$ cat src/rtl/imdct_frame_ctrl.sv
// Frame sequencer for the IMDCT core wrapper. Loads a frame into the two-bank RAM,
// starts the core, waits for done, then streams the result out through a 2-entry FIFO.
module imdct_frame_ctrl #(
  parameter int unsigned TIMEOUT = 65535
) (
  input  logic        clk,
  input  logic        rst_n,
  input  logic        cmd_valid,
  output logic        cmd_ready,
  input  logic        cmd_tabidx,
  input  logic        cmd_mode,
  input  logic [4:0]  cmd_es,
  input  logic        in_valid,
  output logic        in_ready,
  input  logic [31:0] in_data,
  output logic        out_valid,
  input  logic        out_ready,
  output logic [31:0] out_data,
  output logic        out_last,
  output logic [31:0] core_ext_din,
  output logic        core_ext_we,
  output logic [9:0]  core_ext_addr,
  output logic        core_start,
  output logic        core_tabidx,
  output logic        core_mode,
  output logic [4:0]  core_es,
  input  logic [31:0] core_dout,
  input  logic        core_done,
  input  logic        core_progress,
  output logic        busy,
  output logic        err_timeout
);

  localparam int unsigned IDX_W  = 11;
  localparam int unsigned ADDR_W = 10;
  localparam int unsigned WD_W   = 16;
  localparam int unsigned DATA_W = 32;
  localparam logic [IDX_W-1:0] N_LONG  = IDX_W'(1024);
  localparam logic [IDX_W-1:0] N_SHORT = IDX_W'(128);
  localparam logic [WD_W-1:0]  WD_LAST = WD_W'(TIMEOUT - 1);

  typedef enum logic [2:0] {
    ST_IDLE,
    ST_LOAD,
    ST_START,
    ST_WAIT,
    ST_UNLOAD
  } state_e;

  state_e            state_q, state_d;
  logic [IDX_W-1:0]  idx_q, idx_d;
  logic [WD_W-1:0]   wd_q, wd_d;
  logic              err_q, err_d;
  logic              tab_q, tab_d;
  logic              mode_q, mode_d;
  logic [4:0]        es_q, es_d;
  logic              rd_pend_q, rd_pend_d;
  logic              rd_last_q, rd_last_d;
  logic [DATA_W-1:0] f0_data_q, f0_data_d;
  logic [DATA_W-1:0] f1_data_q, f1_data_d;
  logic              f0_last_q, f0_last_d;
  logic              f1_last_q, f1_last_d;
  logic              wr_ptr_q, wr_ptr_d;
  logic              rd_ptr_q, rd_ptr_d;
  logic [1:0]        cnt_q, cnt_d;

  logic [IDX_W-1:0]  n_frame;
  logic [IDX_W-1:0]  last_idx;
  logic [ADDR_W-1:0] map_addr;
  logic              in_hs;
  logic              pop;
  logic              push;
  logic [2:0]        free_slots;
  logic              rd_issue;

  // Handshake decode and read-issue gating; a pop this cycle frees a slot for a new read.
  always_comb begin
    n_frame    = tab_q ? N_LONG : N_SHORT;
    last_idx   = n_frame - IDX_W'(1);
    map_addr   = tab_q ? idx_q[ADDR_W-1:0] : {3'b000, idx_q[6:0]};
    in_hs      = in_valid && (state_q == ST_LOAD);
    pop        = out_valid && out_ready;
    push       = rd_pend_q;
    free_slots = 3'd2 - 3'(cnt_q) + 3'(pop);
    rd_issue   = (state_q == ST_UNLOAD) && !core_progress && (idx_q < n_frame) &&
                 (free_slots > 3'(rd_pend_q));
  end

  always_comb begin
    state_d   = state_q;
    idx_d     = idx_q;
    wd_d      = wd_q;
    err_d     = err_q;
    tab_d     = tab_q;
    mode_d    = mode_q;
    es_d      = es_q;
    rd_pend_d = rd_issue;
    rd_last_d = rd_issue && (idx_q == last_idx);

    unique case (state_q)
      ST_IDLE: begin
        if (cmd_valid) begin
          tab_d   = cmd_tabidx;
          mode_d  = cmd_mode;
          es_d    = cmd_es;
          err_d   = 1'b0;
          idx_d   = '0;
          state_d = ST_LOAD;
        end
      end
      ST_LOAD: begin
        if (in_hs) begin
          idx_d = idx_q + IDX_W'(1);
          if (idx_q == last_idx) state_d = ST_START;
        end
      end
      ST_START: begin
        idx_d   = '0;
        wd_d    = '0;
        state_d = ST_WAIT;
      end
      ST_WAIT: begin
        // done takes priority over a simultaneous watchdog expiry
        if (core_done) begin
          state_d = ST_UNLOAD;
        end else if (wd_q == WD_LAST) begin
          err_d   = 1'b1;
          state_d = ST_IDLE;
        end else begin
          wd_d = wd_q + WD_W'(1);
        end
      end
      ST_UNLOAD: begin
        if (rd_issue) idx_d = idx_q + IDX_W'(1);
        if (pop && out_last) state_d = ST_IDLE;
      end
      default: state_d = ST_IDLE;
    endcase
  end

  // Output FIFO: read data lands one cycle after the address, tagged with its last flag.
  always_comb begin
    f0_data_d = f0_data_q;
    f1_data_d = f1_data_q;
    f0_last_d = f0_last_q;
    f1_last_d = f1_last_q;
    wr_ptr_d  = wr_ptr_q ^ push;
    rd_ptr_d  = rd_ptr_q ^ pop;
    cnt_d     = cnt_q + 2'(push) - 2'(pop);
    if (push && !wr_ptr_q) begin
      f0_data_d = core_dout;
      f0_last_d = rd_last_q;
    end
    if (push && wr_ptr_q) begin
      f1_data_d = core_dout;
      f1_last_d = rd_last_q;
    end
  end

  always_ff @(posedge clk or negedge rst_n) begin
    if (!rst_n) begin
      state_q   <= ST_IDLE;
      idx_q     <= '0;
      wd_q      <= '0;
      err_q     <= 1'b0;
      tab_q     <= 1'b0;
      mode_q    <= 1'b0;
      es_q      <= '0;
      rd_pend_q <= 1'b0;
      rd_last_q <= 1'b0;
      f0_data_q <= '0;
      f1_data_q <= '0;
      f0_last_q <= 1'b0;
      f1_last_q <= 1'b0;
      wr_ptr_q  <= 1'b0;
      rd_ptr_q  <= 1'b0;
      cnt_q     <= '0;
    end else begin
      state_q   <= state_d;
      idx_q     <= idx_d;
      wd_q      <= wd_d;
      err_q     <= err_d;
      tab_q     <= tab_d;
      mode_q    <= mode_d;
      es_q      <= es_d;
      rd_pend_q <= rd_pend_d;
      rd_last_q <= rd_last_d;
      f0_data_q <= f0_data_d;
      f1_data_q <= f1_data_d;
      f0_last_q <= f0_last_d;
      f1_last_q <= f1_last_d;
      wr_ptr_q  <= wr_ptr_d;
      rd_ptr_q  <= rd_ptr_d;
      cnt_q     <= cnt_d;
    end
  end

  // cmd_ready is held low while reset is applied even though the state decodes as idle.
  assign cmd_ready     = rst_n && (state_q == ST_IDLE);
  assign in_ready      = (state_q == ST_LOAD);
  assign busy          = (state_q != ST_IDLE);
  assign core_start    = (state_q == ST_START);
  assign core_ext_we   = in_hs;
  assign core_ext_din  = in_hs ? in_data : '0;
  assign core_ext_addr = (in_hs || rd_issue) ? map_addr : '0;
  assign core_tabidx   = tab_q;
  assign core_mode     = mode_q;
  assign core_es       = es_q;
  assign err_timeout   = err_q;
  assign out_valid     = (cnt_q != 2'd0);
  assign out_data      = rd_ptr_q ? f1_data_q : f0_data_q;
  assign out_last      = rd_ptr_q ? f1_last_q : f0_last_q;

endmodule

$ cat config.mk
export PLATFORM = sky130hd
export DESIGN_NAME = imdct_frame_ctrl
export DESIGN_NICKNAME = d
export VERILOG_FILES = /design/src/rtl/imdct_frame_ctrl.sv
export SDC_FILE = /design/constraint.sdc
export NUM_CORES = 1
export LEC_CHECK = 0
export BUFFER_PORTS_ARGS = -buffer_cell sky130_fd_sc_hd__buf_2
export CELL_PAD_IN_SITES_DETAIL_PLACEMENT = 1
export CELL_PAD_IN_SITES_GLOBAL_PLACEMENT = 2
export CORE_MARGIN = 8
export CORE_UTILIZATION = 33
export DETAILED_ROUTE_END_ITERATION = 8
export PLACE_DENSITY_LB_ADDON = 0.1
export SLEW_MARGIN = 25
export SYNTH_ARGS = -nofsm -noshare
export SYNTH_HDL_FRONTEND = slang
export SYNTH_SLANG_ARGS = --single-unit
$ cat constraint.sdc
create_clock -name clk -period 2.9 [get_ports clk]
set_input_delay 0 -clock clk [delete_from_list [all_inputs] [get_ports clk]]
set_output_delay 0 -clock clk [all_outputs]
set_load 0.02 [all_outputs]
Word level (Yosys, flattened, before mapping):

Cells that the tools add are included.

* logic and storage cells: 90
* register bits after elaboration: 110
* input port bits: 78

* muxes and demuxes: 24
* reduce and logical (&&, ||, !) cells: 24
* equality and inequality tests: 15
* magnitude comparators: 2
* add/subtract/negate cells: 7
* bitwise gates (word level): 2

Operator list (number)
* $mux 32: 2
* $mux 11: 4
* $pmux 11 s4: 1
* $mux 16: 2
* $pmux 16 s2: 1
* $mux 10: 2
* $mux 3: 6
* $add 16x1->16 const B: 1
* $eq 16x16->1 const B: 1
* $pmux 3 s5: 1
* $add 11x1->11 const B: 1
* $eq 11x11->1: 1
* $lt 11x11->1: 1
* $sub 11x1->11 const B: 1
* $logic_and 1x1->1: 10
* $ne 2x2->1 const B: 5
* $reduce_and 4->1: 2
* $eq 3x2->1 const B: 2
* $ne 2x1->1 const B: 3
* $reduce_bool 2->1: 3
* $reduce_and 5->1: 1
* $mux 1: 4
* $reduce_bool 4->1: 1
* $add 3x1->3: 1
* 15 further kinds: 17

Logic depth before layout (Yosys ltp):

Gate-level depths: netlist of run 1.

* depth in word-level cells: 7
* mapped depth: 10

Least setup slack after synthesis of run 1:

OpenSTA, ideal clock, no wires.

* path kind: reg-to-reg
* from: register cnt_q[0]
* to: register idx_q[2]
* clock period less this slack: 2.455 ns
* cell stages (with the launch flop): 11
* slack: 0.445 ns
* library setup time: 0.096 ns
* data arrival time: 2.360 ns
* required time: 2.804 ns
* path buffers: 1
* cells stage by stage: dfrtp_1 or2_2 nand2_1 ha_1 ha_1 nor2b_1 o21ai_0 and3_4 or2_1 buf_6 a311oi_2

* longest elaborated chain between the ends: 7

Ends and longest elaborated chain
* from (decl): RTL line 65 `logic [1:0] cnt_q, cnt_d;`
* from (signal assigned): RTL line 194 `cnt_q <= cnt_d;`
* $reduce_bool 2->1: RTL line 210 `assign out_valid = (cnt_q != 2'd0);`
* named net out_valid: RTL line 16 `output logic out_valid,`
* $logic_and 1x1->1: RTL line 82 `pop = out_valid && out_ready;`
* $add 3x1->3: RTL line 84 `free_slots = 3'd2 - 3'(cnt_q) + 3'(pop);`
* $gt 3x1->1: RTL line 86 `(free_slots > 3'(rd_pend_q));`
* $logic_and 1x1->1: RTL line 85 `rd_issue = (state_q == ST_UNLOAD) && !core_progress && (idx_q < n_frame) &&`
* named net rd_issue: RTL line 74 `logic rd_issue;`
* $ne 2x2->1 (no line)
* $reduce_and 4->1 (no line)
* to (signal assigned): RTL line 180 `idx_q <= idx_d;`
* to (decl): RTL line 51 `logic [IDX_W-1:0] idx_q, idx_d;`

The timed path passes the listed nets, and every way through them passes these cells.
A chain may end at the register's enable or synchronous reset.

Worst setup path in the final report of run 1:

* from: register cnt_q[0]
* to: output port core_ext_addr[6]

* longest elaborated chain between the ends: 7

Ends and longest elaborated chain
* branches (longest 2 deep; another with $sub 2x2->3)
* $add 3x1->3 *: RTL line 84
* $gt 3x1->1 *: RTL line 86
* $logic_and 1x1->1 *: RTL line 85
* named net rd_issue: RTL line 74
* $logic_or 1x1->1 *: RTL line 205 `assign core_ext_addr = (in_hs || rd_issue) ? map_addr : '0;`
* $mux 10 *: RTL line 205
* to (decl): RTL line 22 `output logic [9:0] core_ext_addr,`

Mark *: on every way through the listed nets, which the timed path passes.

==> results of run 1 <==
[routing by layer]
metal | GRT usage, % | vias up | wire length (µm)
met2 | 25.7 | 127 | 7610
met3 | 4.70 | 13 | 992
met5 | 0 | - | 0
met4 | 4.48 | 0 | 180
met1 | 17.1 | 2136 | 6590
li1 | - | 2041 | -
[worst max path at each step]
stage | start | endpoint | slack, ns | cells after the start
2_1_floorplan | cnt_q[0] | idx_q[2] | 0.44 | 10
3_3_place_gp | cnt_q[0] | idx_q[7] | 0.34 | 9
3_5_place_dp | cnt_q[0] | idx_q[9] | 0.15 | 9
4_1_cts | cnt_q[0] | core_ext_addr[6] | 0.09 | 10
5_1_grt | cnt_q[0] | core_ext_addr[1] | 0.05 | 9
6_report | cnt_q[0] | core_ext_addr[6] | 0.24 | 10
[worst reg2reg max path: cells and delay by family, from the launching register on]
family / cells / cell delay, ns
fa+ha+maj: 2 / 0.54
simple gates: 5 / 1.14
compound gates: 2 / 0.41
flops: 1 / 0.41
[layout by cell type, fill, tap and decap left out, types with 3 or more instances in the layout]
master	synthesis	final
nand3_1	13	13
a211oi_1	6	6
a31oi_1	3	3
xnor2_1	17	17
nand2b_1	5	5
nor2b_1	3	3
and3_1	4	4
dlygate4sd3_1	0	42
nor2_1	24	23
dfrtp_1	110	110
a21oi_1	9	9
nor3_1	5	5
a311oi_1	4	4
clkbuf_16	0	9
o31ai_1	3	3
buf_2	5	165
nor4_1	5	5
buf_4	0	9
ha_1	15	15
and2_1	46	46
mux2_2	105	105
o21ai_0	7	6
inv_1	15	15
nand2_1	14	14
[metrics by stage]
| step | setup WS [ns] | utilization (%) | cell area (µm²) |
|---|---|---|---|
| after floorplan | 0.445 | - | 5610 |
| after global placement | 0.343 | 40.1 | 6640 |
| after CTS | 0.0921 | 44.4 | 7360 |
| final | 0.245 | 44.4 | 7360 |
| after detailed placement | 0.148 | 40.1 | 6640 |
| after global routing | 0.0487 | 44.4 | 7360 |
[cells by family (layout without fill, tap and decap cells)]
logic type,Yosys count,after routing,synth area share [%]
flip-flops,110,110,49.1
AND/OR/NAND/NOR,140,140,15.0
multiplexers,105,105,21.1
buffers and inverters,41,248,3.52
AO/OA/AOI/OAI,41,41,5.19
XOR/XNOR,18,18,2.81
adder cells (fa/ha/maj),15,15,3.34
[registers in the layout, summed over array words and instances, names as in the netlist, 2 cells and up]
signal / cells
cnt_q: 2
core_es: 5
f0_data_q: 32
f1_data_q: 32
idx_q: 11
state_q: 3
wd_q: 16
[repair_timing]
| item | CTS | global route |
|---|---|---|
| endpoints found under the setup margin | 10 | 12 |
| hold buffers | 42 | 0 |
| buffers inserted | 2 | 0 |
| pin swaps | 1 | 0 |
| endpoints found under the hold margin | 110 | 0 |
| gates resized for setup | 1 | 2 |
[power by group]
group / internal (W) / leakage (nW) / switching, W
sequential: 0.00165 / 1.48 / 0.000115
combinational: 0.000425 / 2.12 / 0.000506
clock: 0.000607 / 0.135 / 0.000551
[cell usage after synthesis, types with 6 or more instances]
cell type,n,share of area [%]
nand3_1,13,1.2
dfrtp_1,110,49
inv_1,15,1.0
ha_1,15,3.3
o21ai_0,7,0.62
a21oi_1,9,0.80
mux2_2,105,21
a211oi_1,6,0.80
xnor2_1,17,2.7
clkbuf_1,15,1.0
nand2_1,14,0.94
nor2_1,24,1.6
and2_1,46,5.1
[cell type report]
| type | instances | area share [%] |
|---|---|---|
| Timing Repair Buffer | 217 | 18.1 |
| Clock buffer | 11 | 3.30 |
| Clock inverter | 5 | 0.476 |
| Sequential cell | 110 | 37.4 |
| Multi-Input combinational cell | 319 | 36.2 |
| Inverter | 15 | 0.765 |
| Tap cell | 220 | 3.74 |
==> flow_metrics.tcl, run 1 <==
set metrics [dict create \
    cts_tree "done" \
    clock_skew_ns 0.00555 \
    core_um2 16600 \
    cp_cell_sequence "or2_2 > nand2_1 > ha_1 > ha_1 > nor2b_1 > o21ai_2 > and3_4 > nor2_2 > nor2_1 > buf_2" \
    synth_cell_types 50 \
    io_buffers 166 \
    tns_ns 0 \
    synth-seq-cells 110 \
    grt_pass1_wl_um 25900 \
    power.density_nw_per_um2 523 \
    required_ns 2.90 \
    cts.root.buffer_cell "clkbuf_16" \
    ys_warn_count 0 \
    holdPathStages 3 \
    hold_path_end "state_q[2]" \
    cp_slowest_cell "dfrtp_1" \
    drt-pass1-iter-count 4 \
    critical-path-top-cell-by-count "ha_1" \
    numCtsBuffers 9 \
    endpoint_kind "output pin" \
    dp.cells 837 \
    tightest_slew_ns 0.819 \
    chipWidth_um 146 \
    drive_gt1_share_pct 46.2 \
    p_leak_nw 3.74 \
    finalPower_w 0.00385 \
    synthArstFlopShare_pct 100 \
    num_rows 47 \
    reg2reg_depth 9 \
    worstSkewPairLatency_ns 0.35 \
    grt_util_all_layers_pct 14.8 \
    postRouteAntennaNets 0 \
    maxCapViolCount 0 \
    cp-start-kind "flip-flop" \
    r2r_slack_ns 0.30 \
    clockBufferDepth 2 \
    regToRegStartpoint "cnt_q[0]" \
    status "finished, final reports clean" \
    slew_viol_final 0 \
    regToRegEndpoint "idx_q[9]" \
    num_vias 4317 \
    drt-initial-drc-count 129 \
    critical_path.max_fanout 5 \
    multi_input_area_um2 2670 \
    crit_type "reg -> out" \
    nFillCells 1828 \
    synth_seq_area_share_pct 49.1 \
    hp-start "core_done" \
    totalWireLength_um 15400 \
    grt_overflow 0 \
    fmax_mhz 377 \
    path_clk_slew_ns 0.07 \
    synth_edf_count 0 \
    setup_viol 0 \
    cp_num_buf_inv 1 \
    slowest_delay_ns 0.41 \
    ios 167 \
    dieArea_um2 21400 \
    finalHoldViolations 0 \
    final.min_clock_period_ns 2.66 \
    netlist_area_um2 5610 \
    ff_latch_area_um2 2750 \
    syn_avg_cell_area_um2 11.9 \
    first_global_vias 5028 \
    num_antenna_cells 0 \
    hpwl_um 11300 \
    drc 0 \
    whs_ns 0.0342 \
    max-slew-margin-rel_pct 45.0 \
    htreeDepth 3 \
    stdcell_count 897 \
    cts.sinks 110 \
    rsz0062_at_grt "false" \
    place.gp.congestion 0.743 \
    crit_family "simple AND/OR/NAND/NOR gates" \
    hp-class "in -> reg" \
    routed_via_density 4.81 \
    wl_per_cell_um 17.1 \
    start_util_pct 33.8 \
    die_y_um 146 \
    syn_to_final_growth_pct 31.2 \
    grt_antenna_before_repair 0 \
    syn_inst 470 \
    synth_nets 563 \
    finalCritPeriodShare_pct 91.6 \
    grt_max_degree 56 \
    synthFlopType "dfrtp_1" \
    arrival_ns 2.66 \
    ir_drop_v 0.000240 \
    final_nets 765 \
]
(Power assumes the default switching activity.)
==> run 2, diff against run 1 <==
--- a/config.mk
+++ b/config.mk
@@ -9,9 +9,9 @@
 export CELL_PAD_IN_SITES_DETAIL_PLACEMENT = 1
 export CELL_PAD_IN_SITES_GLOBAL_PLACEMENT = 2
 export CORE_MARGIN = 8
-export CORE_UTILIZATION = 33
+export CORE_UTILIZATION = 30
 export DETAILED_ROUTE_END_ITERATION = 8
-export PLACE_DENSITY_LB_ADDON = 0.1
+export PLACE_DENSITY_LB_ADDON = 0.2
 export SLEW_MARGIN = 25
 export SYNTH_ARGS = -nofsm -noshare
 export SYNTH_HDL_FRONTEND = slang
==> run 2 against run 1 <==
Effect of this change:
- die area grew 8.9%
- worst hold slack got worse by 0.0014 ns
- total power is 0.30% higher
- sequential power about the same
- non-clock buffer count is 1 lower
- maximum frequency shrank 2.6%
- sequential share of layout area is essentially flat
- count of clock-buffer cells in the layout is 2 lower
- via count increased by 0.32%
- largest cell class unchanged
==> flow_metrics.tcl, run 2 (synthesis results as in run 1) <==
set metrics [dict create \
    totalWireLength_um 15300 \
    cts_tree "done" \
    die_y_um 153 \
    postRouteAntennaNets 0 \
    arrival_ns 2.73 \
    fmax_mhz 367 \
    rsz0062_at_grt "false" \
    hp-start "core_done" \
    cts.sinks 110 \
    cp-start-kind "flip-flop" \
    endpoint_kind "output pin" \
    cp_num_buf_inv 1 \
    mostFrequentLayoutCells "165 x buf_2, 110 x dfrtp_1, 105 x mux2_2" \
    crit_cells 9 \
    ios 167 \
    grt_antenna_before_repair 0 \
    start_util_pct 30.3 \
    drt-initial-drc-count 163 \
    nFillCells 2049 \
    dieArea_um2 23300 \
    drt-pass1-iter-count 4 \
    hp-class "in -> reg" \
    wl_per_cell_um 16.8 \
    status "finished, final reports clean" \
    crit_type "reg -> out" \
    grt_pass1_wl_um 25600 \
    critical_path.max_fanout 11 \
    tightest_slew_ns 0.787 \
    ir_drop_v 0.000242 \
    grt_overflow 0 \
    r2r_slack_ns 0.22 \
    core_um2 18500 \
    critical-path-top-cell-by-count "ha_1" \
    dp.cells 850 \
    numCtsBuffers 9 \
    io_buffers 166 \
    crit_family "simple AND/OR/NAND/NOR gates" \
    cts.root.buffer_cell "clkbuf_16" \
    final.min_clock_period_ns 2.73 \
    cp_slowest_cell "dfrtp_1" \
    num_antenna_cells 0 \
    routed_via_density 4.76 \
    syn_to_final_growth_pct 31.3 \
    maxCapViolCount 0 \
    finalCritPeriodShare_pct 94.0 \
    clock_skew_ns 0.00826 \
    hpwl_um 11000 \
    stdcell_count 910 \
    final_nets 764 \
    power.density_nw_per_um2 524 \
    reg2reg_depth 10 \
    num_vias 4331 \
    crit_start "cnt_q[0]" \
    slew_viol_final 0 \
    max-slew-margin-rel_pct 47.1 \
    required_ns 2.90 \
    clockBufferDepth 2 \
    worstSkewPairLatency_ns 0.35 \
    chipWidth_um 153 \
    finalHoldViolations 0 \
    cp-endpoint "core_ext_addr[5]" \
    path_clk_slew_ns 0.07 \
    drive_gt1_share_pct 46.0 \
    grt_util_all_layers_pct 13.3 \
    first_global_vias 4909 \
    cp_cell_sequence "or2_2 > nand2_1 > ha_1 > ha_1 > nor2b_1 > o21ai_1 > a31o_2 > and2_1 > buf_2" \
    slowest_delay_ns 0.40 \
    drc 0 \
    num_rows 50 \
    htreeDepth 3 \
    place.gp.congestion 0.692 \
    regToRegStartpoint "cnt_q[0]" \
    final_common_cell "buf_2" \
    regToRegEndpoint "idx_q[10]" \
    p_leak_nw 3.73 \
    grt_max_degree 76 \
    reg_top3 "f0_data_q (32), f1_data_q (32), wd_q (16)" \
    setup_viol 0 \
    tns_ns 0 \
]
run 2: repair_timing:
| action | CTS | global route |
|---|---|---|
| gates resized for setup | 0 | 1 |
| pin swaps | 1 | 0 |
| hold endpoints to repair | 108 | 0 |
| setup buffers | 2 | 0 |
| setup endpoints to repair | 9 | 16 |
| hold buffers | 42 | 0 |
run 2: how the worst min path moves through the flow:
stage	endpoint	slack, ns	depth (start not counted)
final	state_q[2]	0.03	3
after global routing	state_q[2]	0.06	3
after CTS	state_q[2]	0.03	3
after detailed placement	f0_data_q[5]	0.02	1
after global placement	f0_data_q[5]	0.009	1
after floorplan	cnt_q[0]	-0.30	0
run 2: metrics by stage:
step	util [%]	hold WS (ns)	area (µm²)	worst slack, ns	power [W]
final	39.8	0.0328	7370	0.175	0.00386
after global routing	39.8	0.0583	7370	0.00128	0.00409
after CTS	39.8	0.0308	7370	0.00154	0.00394
after detailed placement	35.9	0.0225	6650	0.188	0.00268
after global placement	35.9	0.00902	6650	0.342	0.00265
after floorplan	-	-0.296	5610	0.445	0.00233
run 2: worst min-delay path, delay by kind of cell:
kind	cells	cell delay, ns
AOI/OAI and AO/OA	1	0.16
buffers and inverters	2	0.18
run 2: per-layer routing:
metal	vias up	track usage (%)	part of all wire [%]
met4	0	4.24	1.2
met5	-	0	0
met1	2141	16.4	46
met2	133	22.2	47
li1	2044	-	-
met3	13	3.74	6.1
run 2: where the power goes:
part / switching, W / total (W) / internal (W)
Combinational: 0.000508 / 0.000925 / 0.000417
Sequential: 0.000105 / 0.00175 / 0.00165
Clock: 0.000593 / 0.00119 / 0.000593
Total: 0.00121 / 0.00386 / 0.00266
run 2: layout make-up:
type / instances / area (µm²) / area share (%)
clock buffers: 9 / 225 / 3.06
clock inverters: 7 / 55.1 / 0.747
inverters: 15 / 56.3 / 0.764
multi-input cells: 319 / 2660 / 36.1
flip-flops and latches: 110 / 2750 / 37.4
well taps: 234 / 293 / 3.97
repair buffers: 216 / 1330 / 18.0
